`src/rtl/rf_pkg.sv`:
```
// Shared types and sizes for the register-file write scheduler.
package rf_pkg;

    localparam int RF_ADDR_W   = 5;
    localparam int RF_DATA_W   = 32;
    localparam int RF_NUM_REGS = 32;

    typedef logic [RF_ADDR_W-1:0] rf_addr_t;
    typedef logic [RF_DATA_W-1:0] rf_data_t;

    typedef enum logic {
        GRANT_ALU  = 1'b0,
        GRANT_LOAD = 1'b1
    } rf_grant_e;

endpackage

```
`src/rtl/rf_scoreboard.sv`:
```
// Per-register pending-write scoreboard: claim sets, completed write clears,
// flush clears everything; two combinational read ports.
module rf_scoreboard
    import rf_pkg::*;
#(
    parameter int NUM_REGS = RF_NUM_REGS,
    parameter int ADDR_W   = RF_ADDR_W
) (
    input  logic              clk,
    input  logic              rst,
    input  logic              claim_valid,
    input  logic [ADDR_W-1:0] claim_addr,
    input  logic              clear_valid,
    input  logic [ADDR_W-1:0] clear_addr,
    input  logic              flush,
    input  logic [ADDR_W-1:0] src1_addr,
    input  logic [ADDR_W-1:0] src2_addr,
    output logic              src1_busy,
    output logic              src2_busy
);

    logic [NUM_REGS-1:0] busy_q;
    logic [NUM_REGS-1:0] busy_d;

    always_comb begin
        busy_d = busy_q;
        if (flush) begin
            busy_d = '0;
        end else begin
            // Claim is applied after clear so a same-cycle claim wins.
            if (clear_valid) busy_d[clear_addr] = 1'b0;
            if (claim_valid) busy_d[claim_addr] = 1'b1;
        end
        busy_d[0] = 1'b0;
    end

    always_ff @(posedge clk) begin
        if (rst) begin
            busy_q <= '0;
        end else begin
            busy_q <= busy_d;
        end
    end

    assign src1_busy = busy_q[src1_addr];
    assign src2_busy = busy_q[src2_addr];

endmodule

```
`src/rtl/rf_write_sched.sv`:
```
// Round-robin arbiter of ALU/load writebacks onto the RegFile write port.
// Define RF_SCOREBOARD_EN to include the pending-write scoreboard.
module rf_write_sched
    import rf_pkg::*;
#(
    parameter int NUM_REGS = RF_NUM_REGS,
    parameter int ADDR_W   = RF_ADDR_W,
    parameter int DATA_W   = RF_DATA_W
) (
    input  logic              clk,
    input  logic              rst,
    input  logic              wb0_valid,
    input  logic [ADDR_W-1:0] wb0_addr,
    input  logic [DATA_W-1:0] wb0_data,
    output logic              wb0_ready,
    input  logic              wb1_valid,
    input  logic [ADDR_W-1:0] wb1_addr,
    input  logic [DATA_W-1:0] wb1_data,
    output logic              wb1_ready,
    input  logic              claim_valid,
    input  logic [ADDR_W-1:0] claim_addr,
    input  logic              flush,
    input  logic [ADDR_W-1:0] src1_addr,
    input  logic [ADDR_W-1:0] src2_addr,
    output logic              src1_busy,
    output logic              src2_busy,
    output logic [ADDR_W-1:0] dest_addr,
    output logic [DATA_W-1:0] dest_data,
    output logic              write_enable
);

    // Handshake: a request transfers in any cycle where wbN_valid && wbN_ready.

    rf_grant_e         last_grant_q, last_grant_d;
    logic              write_enable_q, write_enable_d;
    logic [ADDR_W-1:0] dest_addr_q, dest_addr_d;
    logic [DATA_W-1:0] dest_data_q, dest_data_d;

    logic              grant0;
    logic              grant1;
    logic              handshake;
    logic [ADDR_W-1:0] sel_addr;
    logic [DATA_W-1:0] sel_data;

    always_comb begin
        grant0 = 1'b0;
        grant1 = 1'b0;
        if (wb0_valid && wb1_valid) begin
            if (last_grant_q == GRANT_LOAD) grant0 = 1'b1;
            else                            grant1 = 1'b1;
        end else begin
            grant0 = wb0_valid;
            grant1 = wb1_valid;
        end

        handshake = grant0 | grant1;
        sel_addr  = grant1 ? wb1_addr : wb0_addr;
        sel_data  = grant1 ? wb1_data : wb0_data;

        last_grant_d   = last_grant_q;
        write_enable_d = 1'b0;
        dest_addr_d    = dest_addr_q;
        dest_data_d    = dest_data_q;
        if (handshake) begin
            last_grant_d   = grant1 ? GRANT_LOAD : GRANT_ALU;
            // x0 is accepted but never written.
            write_enable_d = (sel_addr != '0);
            dest_addr_d    = sel_addr;
            dest_data_d    = sel_data;
        end
    end

    always_ff @(posedge clk) begin
        if (rst) begin
            last_grant_q   <= GRANT_LOAD;
            write_enable_q <= 1'b0;
            dest_addr_q    <= '0;
            dest_data_q    <= '0;
        end else begin
            last_grant_q   <= last_grant_d;
            write_enable_q <= write_enable_d;
            dest_addr_q    <= dest_addr_d;
            dest_data_q    <= dest_data_d;
        end
    end

    assign wb0_ready    = grant0;
    assign wb1_ready    = grant1;
    assign write_enable = write_enable_q;
    assign dest_addr    = dest_addr_q;
    assign dest_data    = dest_data_q;

`ifdef RF_SCOREBOARD_EN
    rf_scoreboard #(
        .NUM_REGS (NUM_REGS),
        .ADDR_W   (ADDR_W)
    ) u_scoreboard (
        .clk         (clk),
        .rst         (rst),
        .claim_valid (claim_valid),
        .claim_addr  (claim_addr),
        .clear_valid (write_enable_q),
        .clear_addr  (dest_addr_q),
        .flush       (flush),
        .src1_addr   (src1_addr),
        .src2_addr   (src2_addr),
        .src1_busy   (src1_busy),
        .src2_busy   (src2_busy)
    );
`else
    logic unused_sb_inputs;
    assign unused_sb_inputs = ^{claim_valid, claim_addr, flush, src1_addr, src2_addr,
                                NUM_REGS[0]};
    assign src1_busy = 1'b0;
    assign src2_busy = 1'b0;
`endif

endmodule

```
`config.mk`:
```
export PLATFORM = sky130hd
export DESIGN_NAME = rf_write_sched
export DESIGN_NICKNAME = d
export VERILOG_FILES = /design/src/rtl/rf_pkg.sv /design/src/rtl/rf_scoreboard.sv /design/src/rtl/rf_write_sched.sv
export SDC_FILE = /design/constraint.sdc
export NUM_CORES = 1
export LEC_CHECK = 0
export CORE_MARGIN = 1
export CORE_UTILIZATION = 32
export CTS_BUF_LIST = sky130_fd_sc_hd__clkbuf_16
export DETAILED_ROUTE_END_ITERATION = 10
export PLACE_DENSITY = 0.8
export SLEW_MARGIN = 20
export SYNTH_ARGS = -nofsm -noshare
export SYNTH_HDL_FRONTEND = slang
export SYNTH_SLANG_ARGS = --single-unit
```
`constraint.sdc`:
```
create_clock -name clk -period 1.5 [get_ports clk]
set_input_delay 0.225 -clock clk [delete_from_list [all_inputs] [get_ports clk]]
set_output_delay 0.225 -clock clk [all_outputs]
set_load 0.03 [all_outputs]
```
==> metrics.csv <==
metric,value,unit
status,finished clean,
core footprint,0.004848,mm2
share of the synthesized area in the top cell type,47.17,%
Max Fclk,0.6755,GHz
Critical R2R Capture,dest_data[31],
cell area after synthesis,0.001655,mm2
Post-Syn Instances,176,
"Setup violations, final",0,
Placed Cells,357,
hold path endpoint,dest_data[22],
"flops & latches, synth",39,
crit-path max FO,5,
skew final,0.001361,ns
Min-Delay Startpoint,dest_data[22],
chip height,73.93,um
main combinational cell family by area after synthesis,multiplexers,
CTS tree,built,
P_leak,1.443,nW
Simple-Gate Fraction of Synth Area,11.11,%
CTS sink cnt,39,
post-synthesis mux area share,22.45,%
starting density of the core,34.14,%
clock network fraction of total power,34.1,%
DRT Pass-1 Iters,3,
R2R Setup Slk,0.18,ns
final WL,4656,um
Avg WL per Cell,12.65,um
maxcap violations,0,
post-synthesis adder-cell area fraction,0,%
NetSw,0.7907,mW
global route overflow,0,
Avg Inst Size Synth,9.405,um2
Netlist cell types,22,
vias per cell,4.522,
Final Hold Violating Endpoints,0,
Hold Path Class,reg -> reg,
row count,25,
TNS Setup,0,ns
all-layer global routing usage,17.87,%
crit path kind,in -> out,
xor and xnor area share after synthesis,0,%
area grow syn2layout,87.53,%
layout cells sized above 1,8.638,%
RSZ-0062 raised after global routing,yes,
initial antenna violation count,0,
I/O Pins,137,
Seq pwr share,39.8,%
Clock transition at path regs,0.05,ns
Via Count,1664,
Worst VDD drop,578.7,uV
Hold Path Depth,2,
crit end category,output port,
later-pin clock latency in the skew report,0.27,ns
period utilisation layout,98.69,%
# DRC,0,
design area,0.003104,mm2
diode count,0,
hold_buf cts,0,
placed cell area,0.002938,mm2
"Core Util, Final",64.03,%
# nets final,395,
vias in the first global route,1694,
port buffer count,117,
Yosys top cell by area,dfxtp_1,
Final Non-Filler Cells,368,
worst flop-to-flop path startpoint,last_grant_q,
largest net degree at the start of global routing,25,
DR iter-0 viols,38,
Internal,2.118,mW
"top cells by area, synth","dfxtp_1 47%, mux2i_1 22%, nand2_1 8.6%",
fillcell total,432,
pwr dens,937.1,mW/mm2
die width,73.93,um
Worst Reg-to-Reg Cells,5,
GP Congestion,0.6846,
die area,0.005465,mm2
Longest Clk Path Bufs,2,
Slew Limit Fails,0,
synthesis warning total,0,
Tmin final,1.480,ns
WP data arrival,1.26,ns
CTS buffer count,5,
crit path launch type,input port,
DP HPWL,3587,um
worst path required time,1.27,ns
complex-gate fraction of the synthesized area,13.76,%
H-Tree Depth,2,
first-pass GRT wire length,7341,um
post-synthesis sequential area ratio,47.17,%
Net Sw Frac,27.18,%
Combinational Power Share,26.1,%
Routed Antenna Nets,0,
CTS root buffer,clkbuf_16,
## repair_timing
item,4_1_cts,5_1_grt
buffers inserted,2,1
gates resized for setup,27,12
setup endpoints to repair,28,24
pin swaps,1,0
## sequential cells by signal, summed over array words and instances, names as in the netlist
register	flops
last_grant_q	1
dest_data	32
write_enable	1
dest_addr	5
## metal layers
metal	global-route usage, %	vias to the layer above	routed length [um]
met5	0	-	0
met4	5.342	0	61
met3	6.310	4	341
met2	33.94	68	2357
met1	18.12	740	1895
li1	-	852	-
## layout by cell type (no fill, tap or decap), drive strengths merged
| cell type | count |
|---|---|
| a21boi | 1 |
| a21oi | 1 |
| a32oi | 1 |
| and2 | 1 |
| buf | 14 |
| clkbuf | 5 |
| clkdlybuf4s50 | 78 |
| clkinv | 1 |
| clkinvlp | 1 |
| conb | 2 |
| dfxtp | 39 |
| dlygate4sd2 | 27 |
| dlymetal6s2s | 10 |
| inv | 2 |
| mux2 | 1 |
| mux2i | 36 |
| nand2 | 38 |
| nand2b | 1 |
| nor3 | 1 |
| nor4 | 2 |
| o21ai | 37 |
| o21bai | 1 |
| o22ai | 1 |
## critical path, stage by stage
cell,delay (ns)
clkdlybuf4s50_1,0.54
buf_4,0.18
and2_1,0.15
buf_4,0.16
## worst max-delay path by stage
stage | slack [ns] | cells past startpoint | to | startpoint
floorplan | 0.22 | 6 | dest_data[17] | wb0_valid
global placement | -0.11 | 5 | dest_data[6] | wb1_valid
detailed placement | -0.15 | 5 | dest_data[4] | wb0_valid
CTS | 0.0007 | 1 | dest_data[11] | dest_data[11]
global route | -0.01 | 5 | wb0_ready | wb1_valid
finish | 0.02 | 4 | wb0_ready | wb0_valid
## cell families after synthesis
group	count (synthesis)
AND/OR/NAND/NOR	43
AO/OA/AOI/OAI	42
flip-flops	39
multiplexers	37
buffers and inverters	14
other	1
## power groups by stage
| stage | sequential, mW | clock (mW) | combinational [mW] |
|---|---|---|---|
| finish | 1.16 | 0.991 | 0.760 |
| global route | 1.17 | 1.08 | 0.812 |
| CTS | 1.16 | 1.02 | 0.764 |
| detailed placement | 1.18 | 0 | 0.797 |
| global placement | 1.18 | 0 | 0.786 |
| floorplan | 1.35 | 0 | 0.205 |
## stage by stage
stage	hold slack [ns]	setup WS, ns	power (mW)
after floorplan	0.3210	0.2181	1.551
after global placement	0.4321	-0.1114	1.966
after detailed placement	0.4412	-0.1527	1.981
after CTS	0.4463	0.0006851	2.944
after global routing	0.4714	-0.009517	3.062
final	0.4412	0.01969	2.909
## cells in the mapped netlist
library cell and number:
a21boi_2 1, a21oi_1 1, a32oi_1 1, and2_1 1
buf_2 1, buf_4 4, buf_6 1, buf_8 1
clkbuf_1 6, conb_1 1, dfxtp_1 39, inv_1 1
mux2_2 1, mux2i_1 36, nand2_1 38, nand2b_1 1
nor3_4 1, nor4_1 2, o21ai_0 22, o21ai_1 15
o21bai_2 1, o22ai_1 1
## layout make-up
class | instances | area (um2) | area share [%]
timing repair buffer | 129 | 1289 | 41.52
clock buffer | 5 | 125.1 | 4.031
multi-input combinational | 124 | 805.8 | 25.96
clock inverter | 3 | 16.27 | 0.5240
inverter | 1 | 3.754 | 0.1209
sequential | 39 | 780.7 | 25.15
tap | 67 | 83.83 | 2.701
No activity file was read; power rests on OpenSTA's default activity.
